<file path="src/rtl/i2c_slave_regs.sv">
`default_nettype none
// ============================================================================
// Module   : i2c_slave_regs
// Purpose  : I2C target with an internal 8-bit register file. SCL/SDA are
//            oversampled on clk; START, repeated START and STOP are detected
//            from the synchronised lines. A write transaction carries a
//            register pointer byte followed by data bytes. A read transaction
//            streams registers starting at the current pointer. The pointer
//            auto-increments and wraps from NUM_REGS-1 to 0.
// Ports    : clk, rst        - system clock, async active-high reset
//            scl_i, sda_i    - bus line levels
//            sda_oe          - 1 pulls SDA low, 0 releases it
//            busy            - address-matched transaction in progress
//            wr_strobe       - one-cycle pulse per register written from bus
//            wr_addr/wr_data - index/byte of that write
//            loc_addr        - local read index
//            loc_rdata       - combinational regs[loc_addr]
// Revision : 1.0 - initial release
// ============================================================================
module i2c_slave_regs #(
    parameter logic [6:0] DEV_ADDR = 7'h50,
    parameter int         NUM_REGS = 16,
    parameter int         PTR_W    = $clog2(NUM_REGS)
) (
    input  logic             clk,
    input  logic             rst,
    input  logic             scl_i,
    input  logic             sda_i,
    output logic             sda_oe,
    output logic             busy,
    output logic             wr_strobe,
    output logic [PTR_W-1:0] wr_addr,
    output logic [7:0]       wr_data,
    input  logic [PTR_W-1:0] loc_addr,
    output logic [7:0]       loc_rdata
);

    typedef enum logic [2:0] {
        S_IDLE   = 3'd0,
        S_ADDR   = 3'd1,
        S_PTR    = 3'd2,
        S_WDATA  = 3'd3,
        S_RDATA  = 3'd4,
        S_IGNORE = 3'd5
    } state_t;

    // ------------------------------------------------------------------
    // Input conditioning: two synchroniser flops plus one history flop.
    // Reset to 1 (idle bus level) so no spurious edge is seen on release.
    // ------------------------------------------------------------------
    logic r_scl_meta, r_scl_sync, r_scl_prev;
    logic r_sda_meta, r_sda_sync, r_sda_prev;

    always_ff @(posedge clk or posedge rst) begin
        if (rst) begin
            r_scl_meta <= 1'b1;
            r_scl_sync <= 1'b1;
            r_scl_prev <= 1'b1;
            r_sda_meta <= 1'b1;
            r_sda_sync <= 1'b1;
            r_sda_prev <= 1'b1;
        end else begin
            r_scl_meta <= scl_i;
            r_scl_sync <= r_scl_meta;
            r_scl_prev <= r_scl_sync;
            r_sda_meta <= sda_i;
            r_sda_sync <= r_sda_meta;
            r_sda_prev <= r_sda_sync;
        end
    end

    logic w_scl_rise, w_scl_fall, w_start, w_stop;
    assign w_scl_rise = r_scl_sync & ~r_scl_prev;
    assign w_scl_fall = ~r_scl_sync & r_scl_prev;
    assign w_start    = r_scl_sync & r_scl_prev & r_sda_prev & ~r_sda_sync;
    assign w_stop     = r_scl_sync & r_scl_prev & ~r_sda_prev & r_sda_sync;

    // ------------------------------------------------------------------
    // State and datapath registers
    // r_cnt counts SCL rises within a byte: 1..8 are data bits, 9 marks
    // that the ACK slot has been sampled. Falls with r_cnt==8 open the ACK
    // slot; falls with r_cnt==9 close it.
    // ------------------------------------------------------------------
    state_t             r_state, w_state_n;
    logic [3:0]         r_cnt, w_cnt_n;
    logic               r_oe, w_oe_n;
    logic               r_busy, w_busy_n;
    logic [7:0]         r_shift, w_shift_n;
    logic [7:0]         r_tx, w_tx_n;
    logic [PTR_W-1:0]   r_ptr, w_ptr_n;
    logic               r_first, w_first_n;   // next ACK-slot close starts a read
    logic               r_mack, w_mack_n;     // SDA level sampled in the ACK slot
    logic               w_we;
    logic               r_wr_strobe;
    logic [PTR_W-1:0]   r_wr_addr;
    logic [7:0]         r_wr_data;
    logic [7:0]         r_regs [NUM_REGS];

    logic [PTR_W-1:0]   w_ptr_inc;
    assign w_ptr_inc = (r_ptr == PTR_W'(NUM_REGS - 1)) ? '0 : r_ptr + PTR_W'(1);

    always_ff @(posedge clk or posedge rst) begin
        if (rst) begin
            r_state <= S_IDLE;
        end else begin
            r_state <= w_state_n;
        end
    end

    always_comb begin
        w_state_n = r_state;
        w_cnt_n   = r_cnt;
        w_oe_n    = r_oe;
        w_busy_n  = r_busy;
        w_shift_n = r_shift;
        w_tx_n    = r_tx;
        w_ptr_n   = r_ptr;
        w_first_n = r_first;
        w_mack_n  = r_mack;
        w_we      = 1'b0;

        if (w_stop) begin
            w_state_n = S_IDLE;
            w_cnt_n   = 4'd0;
            w_oe_n    = 1'b0;
            w_busy_n  = 1'b0;
        end else if (w_start) begin
            // Covers repeated START; busy is kept until the STOP.
            w_state_n = S_ADDR;
            w_cnt_n   = 4'd0;
            w_oe_n    = 1'b0;
        end else if (w_scl_rise) begin
            if (r_state != S_IDLE && r_state != S_IGNORE) begin
                if (r_cnt < 4'd8) begin
                    w_shift_n = {r_shift[6:0], r_sda_sync};
                    w_cnt_n   = r_cnt + 4'd1;
                end else if (r_cnt == 4'd8) begin
                    w_mack_n = r_sda_sync;
                    w_cnt_n  = 4'd9;
                end
            end
        end else if (w_scl_fall) begin
            case (r_state)
                S_ADDR: begin
                    if (r_cnt == 4'd8) begin
                        if (r_shift[7:1] == DEV_ADDR) begin
                            w_oe_n    = 1'b1;
                            w_busy_n  = 1'b1;
                            w_first_n = 1'b1;
                            w_state_n = r_shift[0] ? S_RDATA : S_PTR;
                        end else begin
                            w_state_n = S_IGNORE;
                        end
                    end
                end
                S_PTR: begin
                    if (r_cnt == 4'd8) begin
                        if ({1'b0, r_shift} < 9'(NUM_REGS)) begin
                            w_oe_n    = 1'b1;
                            w_ptr_n   = r_shift[PTR_W-1:0];
                            w_state_n = S_WDATA;
                        end else begin
                            w_state_n = S_IGNORE;
                        end
                    end else if (r_cnt == 4'd9) begin
                        w_oe_n  = 1'b0;
                        w_cnt_n = 4'd0;
                    end
                end
                S_WDATA: begin
                    if (r_cnt == 4'd8) begin
                        w_oe_n  = 1'b1;
                        w_we    = 1'b1;
                        w_ptr_n = w_ptr_inc;
                    end else if (r_cnt == 4'd9) begin
                        w_oe_n  = 1'b0;
                        w_cnt_n = 4'd0;
                    end
                end
                S_RDATA: begin
                    if (r_cnt >= 4'd1 && r_cnt <= 4'd7) begin
                        w_tx_n = {r_tx[6:0], 1'b0};
                        w_oe_n = ~r_tx[6];
                    end else if (r_cnt == 4'd8) begin
                        w_oe_n = 1'b0;          // master owns the ACK slot
                    end else if (r_cnt == 4'd9) begin
                        w_cnt_n = 4'd0;
                        if (r_first) begin
                            // First byte after the address ACK: no increment.
                            w_first_n = 1'b0;
                            w_tx_n    = r_regs[r_ptr];
                            w_oe_n    = ~r_regs[r_ptr][7];
                        end else if (!r_mack) begin
                            w_ptr_n = w_ptr_inc;
                            w_tx_n  = r_regs[w_ptr_inc];
                            w_oe_n  = ~r_regs[w_ptr_inc][7];
                        end else begin
                            w_oe_n    = 1'b0;
                            w_state_n = S_IGNORE;
                        end
                    end
                end
                S_IGNORE: begin
                    w_oe_n = 1'b0;
                end
                default: ;
            endcase
        end
    end

    always_ff @(posedge clk or posedge rst) begin
        if (rst) begin
            r_cnt       <= 4'd0;
            r_oe        <= 1'b0;
            r_busy      <= 1'b0;
            r_shift     <= 8'h00;
            r_tx        <= 8'h00;
            r_ptr       <= '0;
            r_first     <= 1'b0;
            r_mack      <= 1'b1;
            r_wr_strobe <= 1'b0;
            r_wr_addr   <= '0;
            r_wr_data   <= 8'h00;
        end else begin
            r_cnt       <= w_cnt_n;
            r_oe        <= w_oe_n;
            r_busy      <= w_busy_n;
            r_shift     <= w_shift_n;
            r_tx        <= w_tx_n;
            r_ptr       <= w_ptr_n;
            r_first     <= w_first_n;
            r_mack      <= w_mack_n;
            r_wr_strobe <= w_we;
            if (w_we) begin
                r_wr_addr <= r_ptr;
                r_wr_data <= r_shift;
            end
        end
    end

    always_ff @(posedge clk or posedge rst) begin
        if (rst) begin
            for (int i = 0; i < NUM_REGS; i++) begin
                r_regs[i] <= 8'h00;
            end
        end else if (w_we) begin
            r_regs[r_ptr] <= r_shift;
        end
    end

    assign sda_oe    = r_oe;
    assign busy      = r_busy;
    assign wr_strobe = r_wr_strobe;
    assign wr_addr   = r_wr_addr;
    assign wr_data   = r_wr_data;
    assign loc_rdata = (32'(loc_addr) < NUM_REGS) ? r_regs[loc_addr] : 8'h00;

endmodule
`default_nettype wire

</file>
<file path="config.mk">
export PLATFORM = sky130hd
export DESIGN_NAME = i2c_slave_regs
export DESIGN_NICKNAME = d
export VERILOG_FILES = /design/src/rtl/i2c_slave_regs.sv
export SDC_FILE = /design/constraint.sdc
export NUM_CORES = 1
export LEC_CHECK = 0
export ABC_AREA = 1
export CAP_MARGIN = 20
export CORE_MARGIN = 4
export CORE_UTILIZATION = 40
export DETAILED_ROUTE_END_ITERATION = 8
export PLACE_DENSITY = 0.64
export SLEW_MARGIN = 0
export SYNTH_ARGS = -nofsm -noshare
export SYNTH_HDL_FRONTEND = slang
export SYNTH_SLANG_ARGS = --single-unit
export TNS_END_PERCENT = 5
</file>
<file path="constraint.sdc">
create_clock -name clk -period 14.7 [get_ports clk]
set_input_delay 2.205 -clock clk [delete_from_list [all_inputs] [get_ports clk]]
set_output_delay 2.205 -clock clk [all_outputs]
set_load 0.02 [all_outputs]
</file>
==> flow_summary.json <==
{
  "synth_compound_area_share_pct": 23.8,
  "via_per_inst": 5.44,
  "htreeDepth": 4,
  "setup-tns-final_ns": 0,
  "pin_count": 31,
  "cpMostUsedCell": "clkdlybuf4s50_1",
  "fin_util_pct": 44.4,
  "synthXorXnorAreaFrac_pct": 0,
  "status": "finished, final reports clean",
  "r2r-end": "r_tx[6]",
  "worst_slack_ns": 7.72,
  "routabilityCongestion": 0.904,
  "synth.distinct_cells": 40,
  "seq_area_sq_um": 4440,
  "yosys.area_share.adder_pct": 1.09,
  "fin_area_sq_um": 12500,
  "clkLatencyLatePin_ns": 0.44,
  "grtUsageTotal_pct": 23.3,
  "io_buffers": 30,
  "power.leakage_nw": 7.03,
  "grt_overflow": 0,
  "syn_nets": 1668,
  "dieHeight_um": 178,
  "syn_inst": 1650,
  "clkTransAtPathRegs_ns": 0.07,
  "ys_seq_area_share_pct": 38.5,
  "drc_errors": 0,
  "synthSimpleGateAreaFrac_pct": 22.8,
  "path_cells": "clkdlybuf4s50_1, inv_1, o21ai_0, o221ai_1, nand2_1, clkdlybuf4s50_1",
  "pwr_density_cell_nw_per_um2": 155,
  "synthMuxAreaShare_pct": 0.347,
  "yosys_most_used_dff": "dfrtp_1",
  "r2r_cells": 11,
  "wl_um": 36100,
  "firstDrtPassIters": 5,
  "dieArea_sq_um": 31600,
  "period_minus_slack_ns": 6.98,
  "first_global_vias": 9928,
  "layout_common_cells": "nand2_1, inv_1, a21oi_1",
  "fin_nets": 1622,
  "drv_cap": 0,
  "cts_root_buffer": "clkbuf_16",
  "r2r_start": "r_ptr[0]",
  "cp_slowest_stage_delay_ns": 0.76,
  "cts_sinks": 177,
  "post_cts_resized": 0,
  "hp-start": "r_sda_meta",
  "drv_slew": 0,
  "via_count": 10800,
  "skew_ns": 0.0129,
  "startpoint_type": "input pin",
  "drive_gt1_share_pct": 6.31,
  "area_delta_synth_final_pct": 8.20,
  "layout_commonest_cell": "nand2_1",
  "postPlaceCellArea_sq_um": 11800,
  "r2r_setup_slack_ns": 10.96,
  "synth_edf_count": 0,
  "antenna_cells": 0,
  "ant_nets": 0,
  "tritoncts": "yes",
  "first_iter_violations": 1058,
  "whs_path_depth": 0,
  "cts_buffer_depth": 2,
  "cts_made_buffers": 17,
  "async_reset_ff_share_pct": 100,
  "core_area_sq_um": 28100,
  "ys_seq_elements": 177,
  "grt_max_degree": 125,
  "ir_worst_vdd_v": 0.000104,
  "ctsHoldBuffers": 0,
  "crit_type": "input pin to output pin",
  "pre_cts_ws_ns": 7.78,
  "grt_pass1_wl_um": 57100,
  "dpl.hpwl_um": 24000,
  "post_cts_buffers": 0,
  "cp-end-kind": "output pin",
  "hold_viol": 0,
  "synth_top_family_by_area": "compound AO/OA/AOI/OAI gates",
  "max_freq_ghz": 0.143,
  "holdCritPathClass": "flip-flop to flip-flop",
  "worst_path_max_delay_cell": "inv_1",
  "crit_fanout": 23,
  "netlist_area_sq_um": 11500,
  "min_to": "r_sda_sync",
  "cp-startpoint": "loc_addr[2]",
  "crit_required_ns": 12.49,
  "yosys_warnings": 0,
  "antenna_found_initial": 0,
  "dieWidth_um": 178,
  "setup_viol": 0,
  "fill_cells": 2972,
  "post_drt_wl_per_cell_um": 18.1,
  "multiInputGateArea_sq_um": 5540,
  "synth.avg_cell_area_sq_um": 6.98,
  "fin_crit_sh_pct": 47.5,
  "tightestPinTransition_ns": 1.07,
  "worstPathArrival_ns": 4.78,
  "initial_utilization_pct": 41.0,
  "rsz0062_at_grt": "false",
  "maxSlewHeadroom_pct": 28.7,
  "rows": 61
}
area by class of cell:
type,instances,share of cell area [%]
well taps,378,3.79
flip-flops and latches,177,35.6
repair buffers,38,2.99
inverters,271,8.28
clock inverters,13,1.31
clock buffers,19,3.55
multi-input cells,1099,44.5
Yosys cell counts (all sizes together), types with 3 or more instances:
| library cell | number | area [sq um] |
|---|---|---|
| ha | 10 | 125 |
| clkbuf | 54 | 203 |
| buf | 49 | 319 |
| mux2i | 4 | 40.0 |
| inv | 270 | 1020 |
| dfrtp | 170 | 4250 |
| dfstp | 7 | 184 |
| o211ai | 54 | 405 |
| nand4 | 5 | 46.3 |
| o221ai | 14 | 123 |
| nor3 | 6 | 30.0 |
| nor2 | 146 | 658 |
| nand2 | 314 | 1310 |
| o21ai | 204 | 1020 |
| a21oi | 228 | 1140 |
| o22ai | 3 | 18.8 |
| nand3 | 102 | 563 |
sequential cells by signal, indices dropped and copies added, names as in the netlist:
signal and cells:
busy 1, r_cnt 4, r_first 1, r_mack 1, r_ptr 4, r_regs 128
r_scl_meta 1, r_scl_prev 1, r_scl_sync 1, r_sda_meta 1, r_sda_prev 1, r_sda_sync 1
r_shift 8, r_state 3, r_tx 7, sda_oe 1, wr_addr 4, wr_data 8
wr_strobe 1
worst max-delay path: cells and delay by family:
kind,cells,cell delay [ns]
buf+inv,3,2.01
compound gates,2,0.42
simple gates,1,0.12
worst max path at each step:
| stage | endpoint | slack [ns] | cells after the start |
|---|---|---|---|
| finish | loc_rdata[0] | 7.72 | 6 |
| global route | loc_rdata[2] | 7.54 | 6 |
| CTS | loc_rdata[1] | 7.78 | 6 |
| detailed placement | loc_rdata[1] | 7.78 | 6 |
| global placement | loc_rdata[1] | 7.78 | 6 |
| floorplan | busy | 7.70 | 1 |
stage by stage:
stage | power (mW) | hold slack, ns | cells
after floorplan | 1.20 | 0.345 | 1650
after global placement | 1.43 | 0.347 | 1962
after detailed placement | 1.44 | 0.347 | 1962
after CTS | 1.93 | 0.359 | 1994
after global routing | 2.05 | 0.366 | 1995
final | 1.94 | 0.358 | 1995
routing by layer:
metal	up-vias	wire length [um]	global-route usage [%]
met1	5043	16000	32.8
met2	440	16300	36.2
met3	85	2520	3.60
met4	0	1320	9.22
met5	-	0	0
li1	5277	-	-
power by group:
part           internal, mW  total [mW]  switching (mW)
logic                 0.240       0.874           0.634
clock network         0.263       0.485           0.222
registers             0.514       0.579          0.0653
cell families after synthesis:
family / after synthesis
and+or+nand+nor: 577
AOI/OAI and AO/OA: 508
buffers and inverters: 374
DFF: 177
adders and majority gates: 10
muxes: 4
Power figures use the tool's default switching activity.
